===== src/rtl/cnt3_arbiter.sv =====
// -----------------------------------------------------------------------------
// cnt3_arbiter
// Round-robin arbiter/sequencer sharing one 3-bit loadable, saturating counter
// between two requesters. Grants the counter, loads the winner's start value,
// steps the counter until its carry-out rises (or a timeout expires), pulses a
// per-requester done and releases the counter.
//
// Ports
//   clk            : clock, rising-edge active
//   rst            : asynchronous reset, active high
//   req0, req1     : level-sensitive service requests, held until done
//   init_a, init_b : counter start values for requester 0 / requester 1
//   co             : carry-out of the shared counter (counter at all ones)
//   ld_cnt         : counter load strobe (LOAD only)
//   cnt            : counter count enable (COUNT only, suppressed once co=1)
//   init0          : value presented to the counter load input
//   gnt0, gnt1     : grant, one-hot or zero
//   done0, done1   : one-cycle completion pulse to the granted requester
//   busy           : high in every state except IDLE
//   err            : one-cycle pulse with done when the timeout aborted the op
// -----------------------------------------------------------------------------
module cnt3_arbiter #(
   parameter int unsigned TIMEOUT = 16
) (
   input  logic       clk,
   input  logic       rst,
   input  logic       req0,
   input  logic       req1,
   input  logic [2:0] init_a,
   input  logic [2:0] init_b,
   input  logic       co,
   output logic       ld_cnt,
   output logic       cnt,
   output logic [2:0] init0,
   output logic       gnt0,
   output logic       gnt1,
   output logic       done0,
   output logic       done1,
   output logic       busy,
   output logic       err
);

   localparam int unsigned INIT_W = 3;
   localparam int unsigned WAIT_W = $clog2(TIMEOUT + 1);

   typedef enum logic [1:0] {
      IDLE   = 2'd0,
      LOAD   = 2'd1,
      COUNT  = 2'd2,
      FINISH = 2'd3
   } state_t;

   state_t              state;
   state_t              state_nxt;
   logic                owner;
   logic                last;
   logic                err_flag;
   logic [WAIT_W-1:0]   wait_cnt;
   logic [INIT_W-1:0]   init_q;

   logic                any_req;
   logic                win;
   logic                wait_end;
   logic                count_exit;

   // Arbitration: a lone request wins; on a tie the requester that was not
   // served last wins.
   always_comb begin
      any_req = req0 | req1;
      win     = 1'b0;
      if (req0 && req1) begin
         win = ~last;
      end else if (req1) begin
         win = 1'b1;
      end
   end

   assign wait_end   = (wait_cnt == WAIT_W'(TIMEOUT - 1));
   assign count_exit = co | wait_end;

   // State register.
   always_ff @(posedge clk or posedge rst) begin
      if (rst) begin
         state <= IDLE;
      end else begin
         state <= state_nxt;
      end
   end

   // Next state and output decode.
   always_comb begin
      state_nxt = state;
      ld_cnt    = 1'b0;
      cnt       = 1'b0;
      init0     = '0;
      gnt0      = 1'b0;
      gnt1      = 1'b0;
      done0     = 1'b0;
      done1     = 1'b0;
      busy      = 1'b0;
      err       = 1'b0;

      case (state)
         IDLE: begin
            if (any_req) begin
               state_nxt = LOAD;
            end
         end
         LOAD: begin
            state_nxt = COUNT;
            ld_cnt    = 1'b1;
            init0     = init_q;
            gnt0      = ~owner;
            gnt1      = owner;
            busy      = 1'b1;
         end
         COUNT: begin
            if (count_exit) begin
               state_nxt = FINISH;
            end
            // Never enable a saturated counter.
            cnt   = ~co;
            init0 = init_q;
            gnt0  = ~owner;
            gnt1  = owner;
            busy  = 1'b1;
         end
         FINISH: begin
            state_nxt = IDLE;
            init0     = init_q;
            gnt0      = ~owner;
            gnt1      = owner;
            done0     = ~owner;
            done1     = owner;
            err       = err_flag;
            busy      = 1'b1;
         end
         default: begin
            state_nxt = IDLE;
         end
      endcase
   end

   // Owner/init capture, timeout counter and round-robin history.
   always_ff @(posedge clk or posedge rst) begin
      if (rst) begin
         owner    <= 1'b0;
         last     <= 1'b1;
         err_flag <= 1'b0;
         wait_cnt <= '0;
         init_q   <= '0;
      end else begin
         case (state)
            IDLE: begin
               if (any_req) begin
                  owner  <= win;
                  init_q <= win ? init_b : init_a;
               end
            end
            LOAD: begin
               wait_cnt <= '0;
               err_flag <= 1'b0;
            end
            COUNT: begin
               wait_cnt <= wait_cnt + WAIT_W'(1);
               if (count_exit) begin
                  last     <= owner;
                  // co wins over a simultaneous timeout.
                  err_flag <= ~co;
               end
            end
            default: begin
            end
         endcase
      end
   end

endmodule


===== config.mk =====
export PLATFORM = sky130hd
export DESIGN_NAME = cnt3_arbiter
export DESIGN_NICKNAME = d
export VERILOG_FILES = /design/src/rtl/cnt3_arbiter.sv
export SDC_FILE = /design/constraint.sdc
export NUM_CORES = 1
export LEC_CHECK = 0
export CAP_MARGIN = 15
export CORE_MARGIN = 2
export CORE_UTILIZATION = 45
export CTS_BUF_LIST = sky130_fd_sc_hd__clkbuf_4 sky130_fd_sc_hd__clkbuf_8 sky130_fd_sc_hd__clkbuf_16
export CTS_CLUSTER_SIZE = 30
export DETAILED_ROUTE_END_ITERATION = 10
export PLACE_DENSITY = 0.76
export SLEW_MARGIN = 10
export SYNTH_ARGS = -nofsm -noshare
export SYNTH_HDL_FRONTEND = slang
export SYNTH_SLANG_ARGS = --single-unit

===== constraint.sdc =====
create_clock -name clk -period 1.6 [get_ports clk]
set_input_delay 0.24 -clock clk [delete_from_list [all_inputs] [get_ports clk]]
set_output_delay 0.24 -clock clk [all_outputs]
set_load 0.01 [all_outputs]

==> summary.txt <==
Placed design
  • Dpl hpwl: 1.223 mm
  • GPL Wtd Cong: 0.7202
  • Port bufs: 21
  • Setup WS pre-CTS: -0.05144 ns
  • Area after DPL: 0.001001 mm^2

Yosys
  • Sequential area share after synthesis: 43.79%
  • Syn Nets: 97
  • Ys async rst share: 100.0%
  • Yosys top cell area share: 40.27%
  • Post-synth top cells: dfrtp_1 (12), inv_1 (9), nor2_1 (9)
  • Synthesized flop and latch total: 13
  • Leading area contributor after synthesis: dfrtp_1
  • Synth cell types: 21
  • Top cells by area, synth: dfrtp_1 (40%), ha_1 (12%), mux2i_1 (5.4%)
  • Ys Warns: 0
  • Post-Syn Area: 745.7 um^2
  • Ys flop type: dfrtp_1
  • Post-synthesis instance total: 79
  • Syn_area_per_cell: 9.439 um^2
  • Dominant cell by count in the synthesized netlist: dfrtp_1
  • Post-synth EDFFs: 0

Floorplanning
  • Core footprint: 0.001524 mm^2
  • Die Wd: 44.71 um
  • Starting Density: 48.93%
  • Num ports: 22
  • Die footprint: 0.001999 mm^2
  • Die H: 44.71 um
  • Row count: 14

Timing
  • Hold Worst Slack: 0.2797 ns
  • Endpoints failing setup: 0
  • Final Hold Viols: 0
  • Worst Skew: 0.006548 ns
  • Setup_tns: 0 ns
  • Setup WS post-layout: 0.03585 ns
  • Fmax: 639.3 MHz
  • Final min period: 1.564 ns
  • Crit share post-route: 97.76%
  • Slew Limit Fails: 0
  • Max_slew headroom: 66.51%
  • Least-Margin Pin Slew: 0.5018 ns

GRT
  • Antenna violations before repair: 0
  • First-pass GRT wire length: 2.822 mm
  • Largest net degree at the start of global routing: 14
  • Global-route usage over all layers: 19.46%
  • Vias in the first global route: 654
  • Gr ovfl total: 0

Route
  • Via count: 657
  • ANT nets after route: 0
  • Residual DRC: 0
  • Drt pass-1 iters: 4
  • DR WL/cell: 13.62 um
  • DR vias/cell: 5.214
  • Drt initial violations: 18
  • Final Routed Wirelength: 1.716 mm

Final layout
  • Final Cell Area: 0.001036 mm^2
  • Layout cells sized above 1: 24.55%
  • Multi-input logic area: 406.6 um^2
  • Reg area: 326.6 um^2
  • Synth-to-layout area growth: 38.93%
  • # diodes: 0
  • Fillcell total: 115
  • Fin nets: 129

Setup path
  • CP endpoint kind: register
  • Crit path max fanout: 3
  • R2R Setup Slk: 0.04 ns
  • Critical path class: reg2reg
  • Worst r2r dst: state[0]$_DFFE_PP0P_
  • Startpoint types: register
  • R2R cell count: 6
  • Crit path DAT: 1.73 ns
  • WP data required: 1.76 ns
  • RR Startpoint: wait_cnt[0]$_DFFE_PP0P_

Power and ir drop
  • Peak VDD IR: 0.9542 mV
  • Gate power share: 58.0%
  • Sw Share: 41.36%
  • Pwr dens: 1733 mW/mm^2
  • Psw: 0.0007427 W
  • Share of power burned in registers: 29.5%
  • Power Total: 0.001796 W
  • Internal: 0.001053 W
  • Clock power share: 12.5%
  • Leak: 0.5016 nW

Clocking
  • Clk pin slew, worst setup/hold paths: 0.09 ns
  • Clock Tree Buf Depth: 2
  • CTS Buf Count: 3
  • CTS tree: done
  • Root Driver: clkbuf_4
  • Clk Latency, worst-skew pair: 0.28 ns
  • CTS sink count: 13
  • H-tree levels: 1

Hold path
  • Min-Delay Path Class: in2async

Outcome
  • Outcome: completed

Run
  • Max cap viols: 0
-- critical path: stages (launching register included) --
cell and delay, ns:
dfrtp_1 0.41, ha_1 0.23, and3_1 0.16, ha_1 0.20, nor2_1 0.16, a21oi_2 0.10
o32a_1 0.19
-- per-layer routing --
layer | up-vias | part of all wire, % | track usage (%)
met2 | 19 | 53 | 33.91
met3 | 2 | 3.5 | 2.400
met4 | 0 | 0.52 | 9.091
met1 | 307 | 43 | 23.77
li1 | 329 | - | -
met5 | - | 0 | 0
-- how the worst max path moves through the flow --
stage          depth (start not counted)              endpoint  slack, ns               startpoint
2_1_floorplan                          6  state[0]$_DFFE_PP0P_       0.21  wait_cnt[0]$_DFFE_PP0P_
3_3_place_gp                           4              init0[0]     -0.005     state[0]$_DFFE_PP0P_
3_5_place_dp                           4              init0[0]      -0.05     state[1]$_DFFE_PP0P_
4_1_cts                                4                ld_cnt       0.01     state[1]$_DFFE_PP0P_
5_1_grt                                6  state[0]$_DFFE_PP0P_     -0.006  wait_cnt[0]$_DFFE_PP0P_
6_report                               6  state[0]$_DFFE_PP0P_       0.04  wait_cnt[0]$_DFFE_PP0P_
-- metrics by stage --
stage	utilization, %	std cells
after global placement	65.68	119
final	67.98	126
after detailed placement	65.68	119
after floorplan	-	79
after CTS	68.06	125
after global routing	67.98	126
-- final cells by class --
class	count	share of cell area, %
repair buffers	28	21.14
flip-flops and latches	13	31.52
clock buffers	4	2.899
multi-input cells	56	39.25
well taps	16	1.932
inverters	9	3.261
-- cell usage in the layout (no fill, tap or decap) --
cell type,n
clkbuf_2,5
ha_4,1
clkdlybuf4s50_1,10
a21boi_4,1
inv_2,1
inv_1,8
ha_1,4
buf_4,7
a21oi_2,1
a22o_1,1
o311ai_1,1
mux2i_1,4
o21a_1,1
ha_2,2
o21ai_0,6
o32a_1,1
dfstp_2,1
dfrtp_1,12
buf_2,3
and2_1,2
nor2b_1,6
o22ai_1,1
nand3_1,5
nor2_1,9
nand2_1,4
dlygate4sd2_1,3
nor3b_2,1
a21oi_1,3
o21ai_1,1
clkbuf_4,4
and3_1,1
-- state kept, by name (all words and copies together), names as in the netlist --
| name | cells |
|---|---|
| wait_cnt | 5 |
| init_q | 3 |
| state | 2 |
| owner | 1 |
| last | 1 |
| err_flag | 1 |
-- kinds of logic after synthesis --
family                     share of synthesized area (%)
buffers and inverters                              5.200
AOI/OAI and AO/OA                                  15.44
DFF                                                43.79
adders and majority gates                          11.74
and+or+nand+nor                                    18.46
muxes                                              5.369
-- power by group through the flow --
stage	logic [W]	clock network [W]	registers [W]
after global routing	0.00115	0.000241	0.000547
after detailed placement	0.00103	0	0.000540
after global placement	0.00100	0	0.000533
after floorplan	0.000581	0	0.000520
after CTS	0.00102	0.000230	0.000528
final	0.00104	0.000225	0.000529
-- repair_timing --
| action | in CTS | in global routing |
|---|---|---|
| cloned | 0 | 0 |
| endpoints found under the setup margin | 11 | 9 |
| resized for setup | 25 | 13 |
| buffers inserted | 2 | 1 |
| hold buffers | 0 | 0 |
Power figures use the tool's default switching activity.
